===== config.mk =====
export PLATFORM = sky130hd
export DESIGN_NAME = nh_lcd_bus_arbiter
export DESIGN_NICKNAME = d
export VERILOG_FILES = /design/src/rtl/nh_lcd_bus_arbiter_pkg.sv /design/src/rtl/nh_lcd_bus_mux.sv /design/src/rtl/nh_lcd_bus_arbiter.sv
export SDC_FILE = /design/constraint.sdc
export NUM_CORES = 1
export LEC_CHECK = 0
export BUFFER_PORTS_ARGS = -buffer_cell sky130_fd_sc_hd__buf_2
export CAP_MARGIN = 20
export CORE_UTILIZATION = 50
export CTS_CLUSTER_SIZE = 25
export DETAILED_ROUTE_END_ITERATION = 10
export MAX_ROUTING_LAYER = met4
export PLACE_DENSITY = 0.84
export SYNTH_ARGS = -nofsm -noshare
export SYNTH_HDL_FRONTEND = slang
export SYNTH_HIERARCHICAL = 1
export SYNTH_SLANG_ARGS = --single-unit

===== constraint.sdc =====
create_clock -name clk -period 3.3 [get_ports clk]
set_input_delay 0.33 -clock clk [delete_from_list [all_inputs] [get_ports clk]]
set_output_delay 0.33 -clock clk [all_outputs]
set_load 0.01 [all_outputs]

===== src/rtl/nh_lcd_bus_arbiter_pkg.sv =====
// Shared encodings, pin payload and idle constants for the LCD bus arbiter.
package nh_lcd_defines;

  localparam int unsigned DATA_W   = 8;
  localparam int unsigned STARVE_W = 16;

  typedef enum logic [1:0] {
    ST_IDLE       = 2'd0,
    ST_GRANT_CMD  = 2'd1,
    ST_GRANT_PIX  = 2'd2,
    ST_TURNAROUND = 2'd3
  } arb_state_e;

  typedef enum logic {
    OWNER_PIX = 1'b0,
    OWNER_CMD = 1'b1
  } owner_e;

  typedef struct packed {
    logic              cmd_mode;
    logic              write;
    logic              read;
    logic              data_out_en;
    logic [DATA_W-1:0] data;
  } lcd_pins_t;

  localparam logic              CMD_MODE_IDLE = 1'b1;
  localparam logic [DATA_W-1:0] DATA_IDLE     = 8'h00;

  localparam lcd_pins_t PINS_IDLE = '{
    cmd_mode:    CMD_MODE_IDLE,
    write:       1'b0,
    read:        1'b0,
    data_out_en: 1'b1,
    data:        DATA_IDLE
  };

  // Tie goes to whichever requester did not own the bus last.
  function automatic arb_state_e arbitrate(input logic cmd_req, input logic pix_req,
                                           input owner_e last_owner);
    if (cmd_req && (!pix_req || last_owner == OWNER_PIX)) begin
      return ST_GRANT_CMD;
    end
    if (pix_req) begin
      return ST_GRANT_PIX;
    end
    return ST_IDLE;
  endfunction

endpackage


===== src/rtl/nh_lcd_bus_mux.sv =====
// Registered 2:1 LCD pin mux; idle-force parks the bus at its idle values.
module nh_lcd_bus_mux
  import nh_lcd_defines::*;
(
  input  logic      clk,
  input  logic      rst,
  input  logic      i_idle,
  input  owner_e    i_sel,
  input  lcd_pins_t i_cmd_pins,
  input  lcd_pins_t i_pix_pins,
  output lcd_pins_t o_pins
);

  lcd_pins_t pins_d;
  lcd_pins_t pins_q;

  always_comb begin
    pins_d = PINS_IDLE;
    if (!i_idle) begin
      pins_d = (i_sel == OWNER_CMD) ? i_cmd_pins : i_pix_pins;
    end
  end

  always_ff @(posedge clk) begin
    if (!rst) begin
      pins_q <= PINS_IDLE;
    end else begin
      pins_q <= pins_d;
    end
  end

  assign o_pins = pins_q;

endmodule


===== src/rtl/nh_lcd_bus_arbiter.sv =====
// Arbitrates the shared 8-bit LCD bus between the command engine and pixel writer,
// with idle turnaround between owners and a starvation-driven pixel yield request.
module nh_lcd_bus_arbiter
  import nh_lcd_defines::*;
#(
  parameter int unsigned TURNAROUND    = 2,
  parameter int unsigned YIELD_TIMEOUT = 1024
) (
  input  logic              clk,
  input  logic              rst,
  input  logic              i_cmd_req,
  input  logic              i_cmd_done,
  output logic              o_cmd_gnt,
  input  logic              i_cmd_cmd_mode,
  input  logic              i_cmd_write,
  input  logic              i_cmd_read,
  input  logic              i_cmd_data_out_en,
  input  logic [DATA_W-1:0] i_cmd_data,
  output logic [DATA_W-1:0] o_cmd_rd_data,
  output logic              o_cmd_rd_stb,
  input  logic              i_pix_req,
  input  logic              i_pix_done,
  output logic              o_pix_gnt,
  output logic              o_pix_yield,
  input  logic              i_pix_cmd_mode,
  input  logic              i_pix_write,
  input  logic              i_pix_data_out_en,
  input  logic [DATA_W-1:0] i_pix_data,
  output logic              o_cmd_mode,
  output logic              o_write,
  output logic              o_read,
  output logic              o_data_out_en,
  output logic [DATA_W-1:0] o_data_out,
  input  logic [DATA_W-1:0] i_data_in,
  output logic [31:0]       debug
);

  localparam int unsigned TA_W = (TURNAROUND > 1) ? $clog2(TURNAROUND) : 1;
  localparam logic [TA_W-1:0] TA_LAST = TA_W'((TURNAROUND == 0) ? 0 : TURNAROUND - 1);

  arb_state_e          state_d, state_q;
  owner_e              last_d, last_q;
  logic [TA_W-1:0]     ta_d, ta_q;
  logic [STARVE_W-1:0] cnt_d, cnt_q;
  logic                yield_d, yield_q;
  logic                cmd_gnt_d, cmd_gnt_q;
  logic                pix_gnt_d, pix_gnt_q;
  logic                rd_stb_d, rd_stb_q;
  logic [DATA_W-1:0]   rd_data_d, rd_data_q;
  logic                bus_idle_c;
  owner_e              bus_sel_c;
  lcd_pins_t           cmd_pins, pix_pins, pins;

  assign cmd_pins = '{cmd_mode: i_cmd_cmd_mode, write: i_cmd_write, read: i_cmd_read,
                      data_out_en: i_cmd_data_out_en, data: i_cmd_data};
  assign pix_pins = '{cmd_mode: i_pix_cmd_mode, write: i_pix_write, read: 1'b0,
                      data_out_en: i_pix_data_out_en, data: i_pix_data};

  always_comb begin
    state_d   = state_q;
    last_d    = last_q;
    ta_d      = ta_q;
    cnt_d     = cnt_q;
    yield_d   = 1'b0;
    rd_stb_d  = 1'b0;
    rd_data_d = rd_data_q;

    unique case (state_q)
      ST_IDLE: state_d = arbitrate(i_cmd_req, i_pix_req, last_q);
      ST_GRANT_CMD, ST_GRANT_PIX: begin
        if ((state_q == ST_GRANT_CMD && i_cmd_done) || (state_q == ST_GRANT_PIX && i_pix_done)) begin
          state_d = (TURNAROUND == 0) ? ST_IDLE : ST_TURNAROUND;
          ta_d    = '0;
        end
      end
      ST_TURNAROUND: begin
        if (ta_q == TA_LAST) begin
          state_d = arbitrate(i_cmd_req, i_pix_req, last_q);
        end else begin
          ta_d = ta_q + TA_W'(1);
        end
      end
      default: state_d = ST_IDLE;
    endcase

    if (state_d == ST_GRANT_CMD) last_d = OWNER_CMD;
    if (state_d == ST_GRANT_PIX) last_d = OWNER_PIX;

    // Starvation only accrues across consecutive pixel-owned cycles.
    if (state_d != ST_GRANT_PIX) begin
      cnt_d = '0;
    end else if (state_q == ST_GRANT_PIX && i_cmd_req && cnt_q != '1) begin
      cnt_d = cnt_q + STARVE_W'(1);
    end
    yield_d = (state_q == ST_GRANT_PIX) && (state_d == ST_GRANT_PIX) &&
              (32'(cnt_q) >= 32'(YIELD_TIMEOUT));

    cmd_gnt_d = (state_d == ST_GRANT_CMD);
    pix_gnt_d = (state_d == ST_GRANT_PIX);

    // Pins follow an owner only while it holds the bus across the edge.
    bus_idle_c = !((state_q == state_d) &&
                   (state_q == ST_GRANT_CMD || state_q == ST_GRANT_PIX));
    bus_sel_c  = (state_q == ST_GRANT_PIX) ? OWNER_PIX : OWNER_CMD;

    if (o_read && state_q == ST_GRANT_CMD) begin
      rd_stb_d  = 1'b1;
      rd_data_d = i_data_in;
    end
  end

  always_ff @(posedge clk) begin
    if (!rst) begin
      state_q   <= ST_IDLE;
      last_q    <= OWNER_PIX;
      ta_q      <= '0;
      cnt_q     <= '0;
      yield_q   <= 1'b0;
      cmd_gnt_q <= 1'b0;
      pix_gnt_q <= 1'b0;
      rd_stb_q  <= 1'b0;
      rd_data_q <= '0;
    end else begin
      state_q   <= state_d;
      last_q    <= last_d;
      ta_q      <= ta_d;
      cnt_q     <= cnt_d;
      yield_q   <= yield_d;
      cmd_gnt_q <= cmd_gnt_d;
      pix_gnt_q <= pix_gnt_d;
      rd_stb_q  <= rd_stb_d;
      rd_data_q <= rd_data_d;
    end
  end

  nh_lcd_bus_mux u_bus_mux (
    .clk        (clk),
    .rst        (rst),
    .i_idle     (bus_idle_c),
    .i_sel      (bus_sel_c),
    .i_cmd_pins (cmd_pins),
    .i_pix_pins (pix_pins),
    .o_pins     (pins)
  );

  assign o_cmd_mode    = pins.cmd_mode;
  assign o_write       = pins.write;
  assign o_read        = pins.read;
  assign o_data_out_en = pins.data_out_en;
  assign o_data_out    = pins.data;

  assign o_cmd_gnt     = cmd_gnt_q;
  assign o_pix_gnt     = pix_gnt_q;
  assign o_pix_yield   = yield_q;
  assign o_cmd_rd_stb  = rd_stb_q;
  assign o_cmd_rd_data = rd_data_q;
  assign debug         = {12'd0, cnt_q, yield_q, last_q, state_q};

endmodule

==> impl_metrics.csv <==
group,metric,value,unit
outcome,status,"finished clean",
grt,grt_pass1_vias,1450,
clock_tree,clkTransAtPathRegs,0.08,ns
cells_and_area,fin_area,2530,sq um
power,p_leak,0.00118,uW
drt,drc,0,
die,ios,93,
setup_path,crit_type,"reg2reg",
grt,gr-usage-all-layers,0.198,
grt,antenna_found_initial,0,
synth,seq_area_frac_synth,0.422,
setup_path,cp_max_fo,12,
clock_tree,cts_tree,"built",
grt,grt_first_pass_wirelength,6420,um
drt,avgRoutedWirePerCell,11.6,um
drt,drt_iter0_drc,95,
cells_and_area,syn_to_final_growth,21.0,%
clock_tree,worstSkewPairLatency,0.29,ns
setup_path,cp_cell_sequence,"inv_1, ha_1, a22o_1, nand2_1, o311ai_0, a21oi_1, o211ai_1, nand2b_1, a211o_1",
synth,yosysTopAreaCellShare,0.422,
clock_tree,clock_path_buffers,2,
synth,synth_commonest_cells,"44 x dfxtp_1, 29 x nor2_1, 22 x nand2_1",
drt,dr.pass1.iters,4,
placement,port_buffers,80,
clock_tree,cts_root_buf,"clkbuf_8",
synth,synth_top_cells_by_area,"dfxtp_1 42%, mux2i_1 6.2%, nor2_1 5.2%",
synth,ys.flop_type,"dfxtp_1",
sta,slew_violations,0,
sta,slew_headroom,0.482,
synth,synth_edf_count,0,
synth,syn_inst,238,
drt,wl,4260,um
cells_and_area,drive_gt1_frac,0.285,
sta,rsz0062_at_grt,"false",
placement,hpwl,3160,um
sta,tns,0,ns
setup_path,cp.required,3.49,ns
sta,clock_skew,0.00215,ns
clock_tree,numCtsBuffers,5,
synth,syn_area_per_cell,8.78,sq um
setup_path,start_kind,"register",
grt,grt_max_degree,19,
setup_path,arrival,2.85,ns
die,die-area,4440,sq um
setup_path,cp_num_buf_inv,1,
power,p_per_area,435,nW/um^2
sta,max_freq,376,MHz
sta,fin_crit_sh,0.807,
die,coreArea,4000,sq um
power,p_total,1100,uW
clock_tree,post_cts_buffers,0,
synth,synth_warnings,6,
synth,synth_area,2090,sq um
drt,via_per_inst,5.00,
sta,finalCriticalPeriod,2.66,ns
clock_tree,ctsHoldBuffers,0,
synth,synth_most_common_cell,"dfxtp_1",
sta,whs,0.246,ns
sta,final-hold-violation-count,0,
cells_and_area,fillCellCount,364,
clock_tree,postCtsResizedCells,0,
die,initial_core_util,0.522,
job,maxCapViolCount,0,
setup_path,critical_path.endpoint_type,"register",
synth,yosysTopAreaCell,"dfxtp_1",
cells_and_area,final_nets,358,
setup_path,slowest_stage,"dfxtp_1",
clock_tree,cts-htree-levels,2,
synth,ys_ff_latch,44,
drt,num_vias,1831,
power,ir_drop,0.000278,V
clock_tree,cts.sinks,44,
sta,worstMarginPinSlew,0.768,ns
worst_hold_path,worstHoldPathType,"in2reg",
sta,setup_viol,0,
placement,place_area,2420,sq um
die,die_x,66.6,um
die,die_h,66.6,um
synth,synth_cell_type_count,37,
synth,synthArstFlopShare,0,
cells_and_area,antenna_cells,0,
drt,detail-route-antenna-nets,0,
setup_path,slowest_delay,0.41,ns
placement,place_congestion,0.854,
grt,gr-total-overflow,0,
setup_path,path_delay_family,"compound AO/OA/AOI/OAI gates",
die,row_count,23,
-- kinds of logic (layout without fill, tap and decap cells) --
group	count (synthesis)	in the layout	synth area share
AOI/OAI and AO/OA	35	35	0.106
xor gates and xnor gates	12	12	0.0503
adders and majority gates	6	6	0.0359
buffers and inverters	32	98	0.106
DFF	44	44	0.422
muxes	13	13	0.0623
other	1	13	0.00179
and+or+nand+nor	95	95	0.216
-- worst register-to-register path, delay by kind of cell, from the launching register on --
family          cells  cell delay, ns
simple gates        2            0.46
fa+ha+maj           1            0.32
buf+inv             1            0.13
compound gates      5            1.22
flops               1            0.41
-- sequential cells by signal, summed over array words and instances (netlist names) --
register	cells
cnt_q	16
last_q	1
o_cmd_gnt	1
o_cmd_rd_data	8
o_cmd_rd_stb	1
o_pix_gnt	1
o_pix_yield	1
state_q	2
ta_q	1
u_bus_mux/o_pins	12
-- final timing paths --
path | cells after the start | start | slack (ns) | end
setup reg to reg | 9 | state_q[1] | 0.64 | u_bus_mux/o_pins[8]
hold reg to reg | 2 | o_cmd_rd_data[7] | 0.46 | o_cmd_rd_data[7]
hold / removal | 2 | i_cmd_cmd_mode | 0.25 | u_bus_mux/o_pins[11]
setup / recovery | 9 | state_q[1] | 0.64 | u_bus_mux/o_pins[8]
-- per-stage QoR --
step | setup WS, ns | utilization | std cells
final | 0.637 | 0.632 | 366
after global routing | 0.423 | 0.632 | 366
after CTS | 0.662 | 0.632 | 366
after detailed placement | 0.725 | 0.604 | 358
after global placement | 0.809 | 0.604 | 358
after floorplan | 1.12 | - | 250
-- cell type report --
class / instances / area (sq um) / share of cell area
Tap cell: 50 / 62.6 / 0.0247
Clock inverter: 3 / 42.5 / 0.0168
Timing Repair Buffer: 81 / 408 / 0.161
Multi-Input combinational cell: 174 / 1030 / 0.408
Inverter: 9 / 33.8 / 0.0134
Sequential cell: 44 / 881 / 0.348
Clock buffer: 5 / 68.8 / 0.0272
-- where the power goes --
part / leakage, uW / switching [uW] / internal, uW
registers: 0.000356 / 10.2 / 545
logic: 0.000772 / 79.0 / 58.1
clock network: 0.0000541 / 185 / 224
-- cells in the final DEF, fill, tap and decap left out, drive strengths merged, types with 3 or more instances in the layout --
master  count
nand3      14
mux2i      13
xnor2      10
ha          6
a211oi      3
nor3        7
nand4       7
nand2      22
conb       13
nor2       29
dfxtp      44
clkbuf      5
a21oi      19
and3        4
buf        81
nor2b       3
nand2b      3
inv         9
-- per-layer routing --
| layer | up-vias | track usage | routed length, um |
|---|---|---|---|
| li1 | 939 | - | - |
| met1 | 817 | 0.247 | 1940 |
| met2 | 69 | 0.306 | 1990 |
| met3 | 6 | 0.0531 | 260 |
| met4 | 0 | 0.0745 | 65 |
| met5 | - | - | 0 |
No activity file was read; power rests on OpenSTA's default activity.
